`src/rtl/reg_arb_pkg.sv`:
```
// Shared constants for the register-file writeback arbiter: width defaults and port IDs.
package reg_arb_pkg;
    localparam int DATA_W_DEFAULT = 8;
    localparam int ADDR_W_DEFAULT = 3;

    localparam logic PORT_A = 1'b0;
    localparam logic PORT_B = 1'b1;
endpackage

```
`src/rtl/wb_slot.sv`:
```
// One-entry writeback holding register: capture loads it, drain empties it, capture wins on a tie.
module wb_slot #(
    parameter int DATA_W = 8,
    parameter int ADDR_W = 3
) (
    input  logic              CLK,
    input  logic              RESET,
    input  logic              capture,
    input  logic              drain,
    input  logic [ADDR_W-1:0] addr_d,
    input  logic [DATA_W-1:0] data_d,
    output logic              valid,
    output logic [ADDR_W-1:0] addr,
    output logic [DATA_W-1:0] data
);
    logic              valid_reg;
    logic [ADDR_W-1:0] addr_reg;
    logic [DATA_W-1:0] data_reg;

    always_ff @(posedge CLK or posedge RESET) begin
        if (RESET) begin
            valid_reg <= 1'b0;
            addr_reg  <= '0;
            data_reg  <= '0;
        end else if (capture) begin
            valid_reg <= 1'b1;
            addr_reg  <= addr_d;
            data_reg  <= data_d;
        end else if (drain) begin
            valid_reg <= 1'b0;
        end
    end

    assign valid = valid_reg;
    assign addr  = addr_reg;
    assign data  = data_reg;
endmodule

```
`src/rtl/reg_write_arbiter.sv`:
```
// Two-port (ALU / load) register-file write arbiter issuing writes oldest-first, one per cycle.
// Define REG_ARB_COALESCE_EN to merge two pending writes to the same register into the younger one.
module reg_write_arbiter
    import reg_arb_pkg::*;
#(
    parameter int DATA_W = DATA_W_DEFAULT,
    parameter int ADDR_W = ADDR_W_DEFAULT
) (
    input  logic              CLK,
    input  logic              RESET,
    input  logic              REQ_A,
    input  logic [ADDR_W-1:0] ADDR_A,
    input  logic [DATA_W-1:0] DATA_A,
    output logic              READY_A,
    input  logic              REQ_B,
    input  logic [ADDR_W-1:0] ADDR_B,
    input  logic [DATA_W-1:0] DATA_B,
    output logic              READY_B,
    output logic              WRITE,
    output logic [ADDR_W-1:0] INADDRESS,
    output logic [DATA_W-1:0] IN,
    output logic [1:0]        PENDING
);
    logic [1:0]        req;
    logic [1:0]        valid;
    logic [1:0]        ready;
    logic [1:0]        cap;
    logic [1:0]        sel;
    logic [1:0]        drain;
    logic [ADDR_W-1:0] addr_in   [2];
    logic [DATA_W-1:0] data_in   [2];
    logic [ADDR_W-1:0] slot_addr [2];
    logic [DATA_W-1:0] slot_data [2];

    logic              older_reg;
    logic              win;
    logic              coalesce;
    logic              write_reg;
    logic [ADDR_W-1:0] inaddress_reg;
    logic [DATA_W-1:0] in_reg;

    assign req              = {REQ_B, REQ_A};
    assign addr_in[PORT_A]  = ADDR_A;
    assign addr_in[PORT_B]  = ADDR_B;
    assign data_in[PORT_A]  = DATA_A;
    assign data_in[PORT_B]  = DATA_B;

    for (genvar gi = 0; gi < 2; gi++) begin : g_slot
        wb_slot #(
            .DATA_W (DATA_W),
            .ADDR_W (ADDR_W)
        ) u_slot (
            .CLK     (CLK),
            .RESET   (RESET),
            .capture (cap[gi]),
            .drain   (drain[gi]),
            .addr_d  (addr_in[gi]),
            .data_d  (data_in[gi]),
            .valid   (valid[gi]),
            .addr    (slot_addr[gi]),
            .data    (slot_data[gi])
        );
    end

    // Selection looks only at slot state, so READY never depends on REQ.
    always_comb begin
        sel      = valid;
        win      = valid[PORT_B] ? PORT_B : PORT_A;
        coalesce = 1'b0;
        if (&valid) begin
            sel            = 2'b00;
            sel[older_reg] = 1'b1;
            win            = older_reg;
`ifdef REG_ARB_COALESCE_EN
            if (slot_addr[PORT_A] == slot_addr[PORT_B]) begin
                coalesce = 1'b1;
                win      = ~older_reg;
            end
`endif
        end
    end

    assign drain = coalesce ? 2'b11 : sel;
    assign ready = ~valid | drain;
    assign cap   = req & ready;

    // A newly captured entry is always younger than a slot that stays valid across the edge.
    always_ff @(posedge CLK or posedge RESET) begin
        if (RESET) begin
            older_reg <= PORT_A;
        end else if (&cap) begin
            older_reg <= PORT_A;
        end else if (cap[PORT_A]) begin
            older_reg <= (valid[PORT_B] && !drain[PORT_B]) ? PORT_B : PORT_A;
        end else if (cap[PORT_B]) begin
            older_reg <= (valid[PORT_A] && !drain[PORT_A]) ? PORT_A : PORT_B;
        end
    end

    always_ff @(posedge CLK or posedge RESET) begin
        if (RESET) begin
            write_reg     <= 1'b0;
            inaddress_reg <= '0;
            in_reg        <= '0;
        end else if (|valid) begin
            write_reg     <= 1'b1;
            inaddress_reg <= slot_addr[win];
            in_reg        <= slot_data[win];
        end else begin
            write_reg     <= 1'b0;
        end
    end

    assign READY_A   = ready[PORT_A];
    assign READY_B   = ready[PORT_B];
    assign WRITE     = write_reg;
    assign INADDRESS = inaddress_reg;
    assign IN        = in_reg;
    assign PENDING   = valid;
endmodule

```
`config.mk`:
```
export PLATFORM = sky130hd
export DESIGN_NAME = reg_write_arbiter
export DESIGN_NICKNAME = d
export VERILOG_FILES = /design/src/rtl/reg_arb_pkg.sv /design/src/rtl/wb_slot.sv /design/src/rtl/reg_write_arbiter.sv
export SDC_FILE = /design/constraint.sdc
export NUM_CORES = 1
export LEC_CHECK = 0
export ABC_AREA = 1
export BUFFER_PORTS_ARGS = -buffer_cell sky130_fd_sc_hd__buf_2
export CORE_MARGIN = 5
export CORE_UTILIZATION = 49
export CTS_CLUSTER_SIZE = 24
export DETAILED_ROUTE_END_ITERATION = 10
export MAX_ROUTING_LAYER = met4
export PLACE_DENSITY_LB_ADDON = 0.15
export SYNTH_ARGS = -nofsm -noshare
export SYNTH_HDL_FRONTEND = slang
export SYNTH_SLANG_ARGS = --single-unit
```
`constraint.sdc`:
```
create_clock -name CLK -period 3.2 [get_ports CLK]
set_input_delay 0.48 -clock CLK [delete_from_list [all_inputs] [get_ports CLK]]
set_output_delay 0.48 -clock CLK [all_outputs]
set_load 0.02 [all_outputs]
```
==> results of run 1 <==
==> where the power goes <==
part | internal (W) | total, W | switching, W
logic | 0.000153 | 0.000477 | 0.000324
clock network | 0.000104 | 0.000251 | 0.000147
registers | 0.000607 | 0.000704 | 0.0000967
==> path summary, 6_finish.rpt <==
kind / from / to / slack, ns / cells past startpoint
min in group CLK: DATA_A[2] / g_slot[0].u_slot.data[2] / 0.36 / 3
worst min register to register: g_slot[1].u_slot.addr[2] / g_slot[1].u_slot.addr[2] / 0.49 / 2
max in group asynchronous: RESET / g_slot[1].u_slot.addr[0] / 2.64 / 3
worst max register to register: g_slot[1].u_slot.valid / INADDRESS[1] / 1.35 / 4
worst min-delay path: RESET / g_slot[0].u_slot.data[3] / 0.22 / 3
worst max-delay path: older_reg / READY_B / 1.31 / 3
==> logic make-up (layout without fill, tap and decap cells) <==
family          count (synthesis)  in the layout
simple gates                  121            121
flops                          37             37
buf+inv                        18             55
compound gates                  2              2
==> routing by layer <==
metal	share of wire, %	vias to the layer above
met4	2.0	0
met2	52	25
met5	0	-
li1	-	642
met1	41	630
met3	4.3	8
==> critical path, cell delays in order, from the launching register on <==
cell	delay (ns)
dfrtp_1	0.44
inv_1	0.09
nand3_2	0.25
buf_2	0.27
==> cell usage after synthesis <==
library cell,instances
nand2_1,73
nand3_2,2
inv_2,2
a21oi_1,1
nand3_1,45
clkbuf_1,2
buf_2,5
dfrtp_1,37
buf_4,4
buf_1,1
o21ai_2,1
inv_1,4
nor2_1,1
==> area by class of cell <==
class,count,area [µm²]
Clock buffer,7,55.05
Fill cell,297,1245
Tap cell,44,55.05
Multi-Input combinational cell,123,536.8
Sequential cell,37,925.9
Timing Repair Buffer,42,212.7
Inverter,6,22.52
==> per-stage QoR <==
stage / setup WS, ns / instances / utilization (%) / total power (W)
after floorplan: 1.887 / 178 / - / 0.001039
after global placement: 1.481 / 252 / 57.42 / 0.001174
after detailed placement: 1.385 / 252 / 57.42 / 0.001194
after CTS: 1.315 / 259 / 59.22 / 0.001448
after global routing: 1.188 / 259 / 59.22 / 0.001532
final: 1.315 / 259 / 59.22 / 0.001432
==> impl_metrics.json, run 1 <==
{
  "outcome": "completed",
  "cts_tree": "yes",
  "drc": 0,
  "ant_nets": 0,
  "clockBufferDepth": 2,
  "yosysWarnings": 0,
  "hold_buffers": 0,
  "drive_gt1_share_pct": 24.65,
  "numCtsBuffers": 5,
  "final_area_um2": 1808,
  "boundaryPins": 42,
  "postCtsResizedCells": 0,
  "worst_pin_slew_ns": 0.7167,
  "fin_crit_ns": 1.885,
  "skew_ns": 0.009929,
  "max_freq_mhz": 530.4,
  "final_common_cell": "nand2_1",
  "crit_required_ns": 2.72,
  "final_nets": 241,
  "cts.sink_count": 37,
  "wirelength_um": 3593,
  "synth_adder_area_share_pct": 0,
  "fp.dieW_um": 66.27,
  "largest_reg_flops": 16,
  "gp_congestion": 0.8008,
  "synth_top_family_by_area": "simple AND/OR/NAND/NOR gates",
  "rows": 20,
  "die_area_um2": 4392,
  "core_area_um2": 3053,
  "synth_top_area_cell": "dfrtp_1",
  "clock_tree.root_cell": "clkbuf_4",
  "grt_overflow": 0,
  "cp-start-kind": "flip-flop",
  "use_met1_pct": 20.57,
  "die_y_um": 66.27,
  "cts_max_level": 2,
  "clk_latency_ns": 0.34,
  "grt_pass1_vias": 1309,
  "ys_seq_elements": 37,
  "netlist_instances": 178,
  "hold_path.class": "in -> async",
  "synth-xor-area-share_pct": 0,
  "synthSimpleGateAreaFrac_pct": 33.71,
  "place_hpwl_um": 2594,
  "firstDrtPassIters": 4,
  "synth_compound_area_share_pct": 0.8871,
  "dpl_cell_area_um2": 1753,
  "vias_per_cell": 5.039,
  "seq_area_frac_synth_pct": 59.68,
  "muxShareOfSynthArea_pct": 0,
  "critPathKind": "reg -> out",
  "p_leak_nw": 0.9952,
  "max_cap_violations": 0,
  "n_antenna_cell": 0,
  "vdd_drop_max_uv": 331.5,
  "ys_types": 13,
  "setup_violations": 0,
  "port_buffers": 41,
  "synthesis.area_um2": 1551,
  "final_cell_mix": "nand2_1, nand3_1, buf_2, dfrtp_1, clkbuf_4",
  "drv_slew": 0,
  "hold_slack_ns": 0.2186,
  "cts_setup_buffers": 0,
  "period_share_pct": 58.92,
  "gr-usage-met2_pct": 31.97,
  "worst_setup_path_end_kind": "primary output",
  "wire_per_inst_um": 13.87,
  "clk_pin_slew_worst_paths_ns": 0.11,
  "syn_avg_cell_area_um2": 8.716,
  "synthToLayoutAreaGrowth_pct": 16.53,
  "rsz0062_at_grt": "false",
  "vias": 1305,
  "syn_nets": 204,
  "use_met3_pct": 5.102,
  "drt_iter0_markers": 100,
  "grt_usage_pct": 18.87,
  "antenna_found_initial": 0,
  "setup_tns_ns": 0,
  "worstPathArrival_ns": 1.41,
  "grt_pass1_wl_um": 5982,
  "ys_top_cells_by_area": "dfrtp_1, nand2_1, nand3_1",
  "power.density_nw_per_um2": 791.8,
  "synth_top_cell_area_share_pct": 59.68,
  "grt_max_degree": 38,
  "path_max_fanout": 15,
  "grt_busiest_layer": "met2",
  "initial_core_util_pct": 50.82,
  "slew_headroom_pct": 52.04,
  "finalHoldViolCount": 0
}
Power figures use the tool's default switching activity.
==> run 2, diff against run 1 <==
Clock period 3.2 ns to 1.94 ns, I/O delays scaled along.
==> run 2 against run 1 <==
Net effect:
- critical endpoint unchanged
- largest cell class unchanged
- die area is the same
- sequential power grew 63%
- sequential share of layout area shrank 1.4 points
==> impl_metrics.json, run 2 (synthesized netlist as in run 1, its figures left out) <==
{
  "wirelength_um": 3424,
  "fp.dieW_um": 66.27,
  "clk_pin_slew_worst_paths_ns": 0.11,
  "dp.cells": 255,
  "die_y_um": 66.27,
  "cp_cell_sequence": "nand3_2, buf_4, buf_2",
  "worst_pin_slew_ns": 0.4582,
  "boundaryPins": 42,
  "setup_violations": 0,
  "synthToLayoutAreaGrowth_pct": 19.92,
  "reg2reg_slack_ns": 0.60,
  "drc": 0,
  "rr_worst_depth": 5,
  "core_area_um2": 3053,
  "hold_path.class": "in -> async",
  "grt_max_degree": 38,
  "vdd_drop_max_uv": 658.8,
  "fin_crit_ns": 1.609,
  "power.density_nw_per_um2": 1353,
  "hold_buffers": 0,
  "cp-start-kind": "flip-flop",
  "ant_nets": 0,
  "final_cell_mix": "nand2_1, nand3_1, buf_2, dfrtp_1, clkbuf_4",
  "clock_tree.root_cell": "clkbuf_4",
  "initial_core_util_pct": 50.82,
  "cts_tree": "yes",
  "drv_slew": 0,
  "wire_per_inst_um": 13.02,
  "rsz0062_at_grt": "false",
  "place_hpwl_um": 2608,
  "fin_total_pwr_w": 0.002517,
  "crit_required_ns": 1.65,
  "path_max_fanout": 14,
  "instances_no_fill": 263,
  "antenna_found_initial": 0,
  "cts_setup_buffers": 0,
  "port_buffers": 41,
  "r2r-end": "INADDRESS[2]",
  "cts.sink_count": 37,
  "rows": 20,
  "cts_max_level": 2,
  "outcome": "completed",
  "setup_tns_ns": 0,
  "n_antenna_cell": 0,
  "regToRegStartpoint": "g_slot[0].u_slot.valid",
  "clockBufferDepth": 2,
  "drt_iter0_markers": 98,
  "max_freq_mhz": 621.4,
  "postCtsResizedCells": 0,
  "final_nets": 244,
  "max_cap_violations": 0,
  "drive_gt1_share_pct": 26.03,
  "grt_usage_pct": 17.92,
  "grt_pass1_vias": 1342,
  "slew_headroom_pct": 69.38,
  "gp_congestion": 0.8244,
  "crit_path_max_incr_delay_ns": 0.47,
  "vias": 1321,
  "final_common_cell": "nand2_1",
  "worstPathArrival_ns": 1.32,
  "die_area_um2": 4392,
  "skew_ns": 0.007984,
  "clk_latency_ns": 0.34,
  "vias_per_cell": 5.023,
  "grt_overflow": 0,
  "largest_reg_flops": 16,
  "slowest_stage": "dfrtp_1",
  "p_leak_nw": 1.023,
  "grt_pass1_wl_um": 5706,
  "worst_setup_path_end_kind": "primary output",
  "finalHoldViolCount": 0,
  "critPathKind": "reg -> out",
  "finalCoreUtilization_pct": 60.94,
  "period_share_pct": 82.95,
  "numCtsBuffers": 5,
  "firstDrtPassIters": 4
}
## run 2: cell count changes in the layout (fill, tap and decap cells not counted)
cell       delta
buf_4         +3
bufinv_16     +1
## run 2: power breakdown
group	switching (W)	leakage (nW)	total, W	internal, W
sequential	0.000149	0.450	0.00115	0.00100
combinational	0.000537	0.528	0.000808	0.000271
clock	0.000252	0.0455	0.000559	0.000308
## run 2: cell type report
| type | count | area (µm²) |
|---|---|---|
| clock inverters | 1 | 30.03 |
| well taps | 44 | 55.05 |
| fillers | 297 | 1192 |
| flip-flops and latches | 37 | 925.9 |
| repair buffers | 45 | 235.2 |
| inverters | 6 | 22.52 |
| multi-input cells | 123 | 536.8 |
| clock buffers | 7 | 55.05 |
## run 2: critical path, delay by kind of cell, from the launching register on
kind | cells | cell delay (ns)
flip-flops | 1 | 0.47
AND/OR/NAND/NOR | 1 | 0.11
buffers and inverters | 2 | 0.39
## run 2: through the flow
step | setup WS (ns) | instance area (µm²) | hold slack, ns
finish | 0.3307 | 1861 | 0.03355
global route | 0.2434 | 1861 | 0.06393
CTS | 0.3141 | 1861 | 0.04197
detailed placement | 0.6068 | 1775 | 0.4189
global placement | 0.6665 | 1775 | 0.4155
floorplan | 0.8164 | 1551 | 0.4355
## run 2: metal layers
layer  wire (µm)  vias to the layer above  global-route usage, %
met2        1750                       25                  30.36
met5           0                        -                      -
met3         136                        2                  6.633
met1        1521                      643                  19.96
met4          15                        0                  4.569
li1            -                      651                      -
## run 2: worst max path at each step
stage | startpoint | endpoint | cells after the start
final | g_slot[1].u_slot.valid | READY_B | 3
after CTS | g_slot[1].u_slot.valid | READY_B | 3
after detailed placement | g_slot[0].u_slot.valid | INADDRESS[1] | 5
after floorplan | RESET | INADDRESS[0] | 1
after global placement | g_slot[0].u_slot.valid | INADDRESS[0] | 5
after global routing | g_slot[1].u_slot.valid | READY_B | 3
==> run 3, diff against run 2 <==
Clock period 1.94 ns to 1.6 ns, I/O delays scaled along.
==> run 3 against run 2 <==
Net effect:
- critical endpoint is now READY_A
- sequential cell count unchanged
- total power up 12%
- the flow now finishes with violations (hold timing)
- via count up 1.2%
- highest routed layer unchanged
==> impl_metrics.json, run 3 (synthesized netlist as in run 1, its figures left out) <==
{
  "vias_per_cell": 5.103,
  "hold_buffers": 0,
  "worstPathArrival_ns": 1.30,
  "clock_tree.root_cell": "clkbuf_4",
  "antenna_found_initial": 0,
  "fp.dieW_um": 66.27,
  "rsz0062_at_grt": "false",
  "firstDrtPassIters": 4,
  "clk_pin_slew_worst_paths_ns": 0.10,
  "violations": "hold timing",
  "initial_core_util_pct": 50.82,
  "n_antenna_cell": 0,
  "place_hpwl_um": 2576,
  "final_nets": 245,
  "dpl_cell_area_um2": 1783,
  "drv_slew": 0,
  "grt_max_degree": 38,
  "outcome": "finished with violations",
  "numCtsBuffers": 5,
  "grt_usage_pct": 18.00,
  "critPathKind": "reg -> out",
  "wirelength_um": 3473,
  "final_common_cell": "nand2_1",
  "cts_setup_buffers": 0,
  "clockBufferDepth": 2,
  "max_cap_violations": 0,
  "worst_setup_path_end_kind": "primary output",
  "hold_path.class": "in -> async",
  "crit_required_ns": 1.36,
  "die_area_um2": 4392,
  "clk_latency_ns": 0.33,
  "grt_pass1_vias": 1343,
  "finalHoldViolCount": 21,
  "power.density_nw_per_um2": 1542,
  "rr_worst_depth": 6,
  "worst_pin_slew_ns": 0.4762,
  "cts.sink_count": 37,
  "grt_overflow": 0,
  "drive_gt1_share_pct": 27.06,
  "fin_crit_ns": 1.537,
  "vdd_drop_max_uv": 613.8,
  "cp-start-kind": "flip-flop",
  "path_max_fanout": 14,
  "setup_violations": 0,
  "synthToLayoutAreaGrowth_pct": 18.31,
  "largest_reg_flops": 16,
  "grt_pass1_wl_um": 5802,
  "skew_ns": 0.007534,
  "core_area_um2": 3053,
  "final_area_um2": 1836,
  "vias": 1337,
  "ant_nets": 0,
  "hold_slack_ns": -0.006383,
  "p_leak_nw": 1.008,
  "max_freq_mhz": 650.6,
  "period_share_pct": 96.07,
  "gp_congestion": 0.8271,
  "drt_iter0_markers": 97,
  "slew_headroom_pct": 68.17,
  "rows": 20,
  "setup_tns_ns": 0,
  "boundaryPins": 42,
  "port_buffers": 41,
  "final_cell_mix": "nand2_1, nand3_1, buf_2, dfrtp_1",
  "die_y_um": 66.27,
  "wire_per_inst_um": 13.26,
  "cts_tree": "yes",
  "postCtsResizedCells": 0,
  "cts_max_level": 2,
  "drc": 0
}
[run 3: metrics by stage]
| stage | utilization (%) | cells | hold slack (ns) | setup WS (ns) | total power, W |
|---|---|---|---|---|---|
| final | 60.12 | 262 | -0.006383 | 0.06291 | 0.002830 |
| after global routing | 60.12 | 262 | 0.03420 | 0.01229 | 0.003044 |
| after CTS | 59.80 | 262 | 0.0006430 | 0.002510 | 0.002838 |
| after global placement | 58.40 | 256 | 0.3596 | 0.3269 | 0.002384 |
| after detailed placement | 58.40 | 256 | 0.3654 | 0.2538 | 0.002416 |
| after floorplan | - | 178 | 0.3845 | 0.5251 | 0.002079 |
[run 3: final cells by class]
type | count | area (µm²)
clock buffer | 5 | 37.54
timing repair buffer | 46 | 242.7
sequential | 37 | 928.4
clock inverter | 1 | 5.005
fill | 293 | 1217
tap | 44 | 55.05
inverter | 6 | 22.52
multi-input combinational | 123 | 544.3
[run 3: final timing paths]
kind | startpoint | to | slack, ns
min reg2reg | g_slot[1].u_slot.data[6] | g_slot[1].u_slot.data[6] | 0.48
max reg2reg | older_reg | g_slot[1].u_slot.data[6] | 0.32
min in group CLK | ADDR_B[2] | g_slot[1].u_slot.addr[2] | 0.13
min | RESET | IN[6] | -0.006
max in group asynchronous | RESET | g_slot[0].u_slot.valid | 1.26
max | g_slot[0].u_slot.valid | READY_A | 0.06
[run 3: power by group]
group	total, W	internal, W	switching (W)
Clock	0.000427	0.000152	0.000274
Combinational	0.00100	0.000341	0.000662
Sequential	0.00140	0.00122	0.000184
Total	0.00283	0.00171	0.00112
[run 3: metal layers]
layer,GRT usage [%],vias up,wire length (µm)
met4,7.360,0,51
met1,19.52,647,1460
met2,31.47,36,1824
met5,-,-,0
li1,-,648,-
met3,4.252,6,136
[run 3: critical path: stages, from the launching register on]
cell     delay, ns
dfrtp_2       0.48
nand3_2       0.11
buf_4         0.19
buf_2         0.19
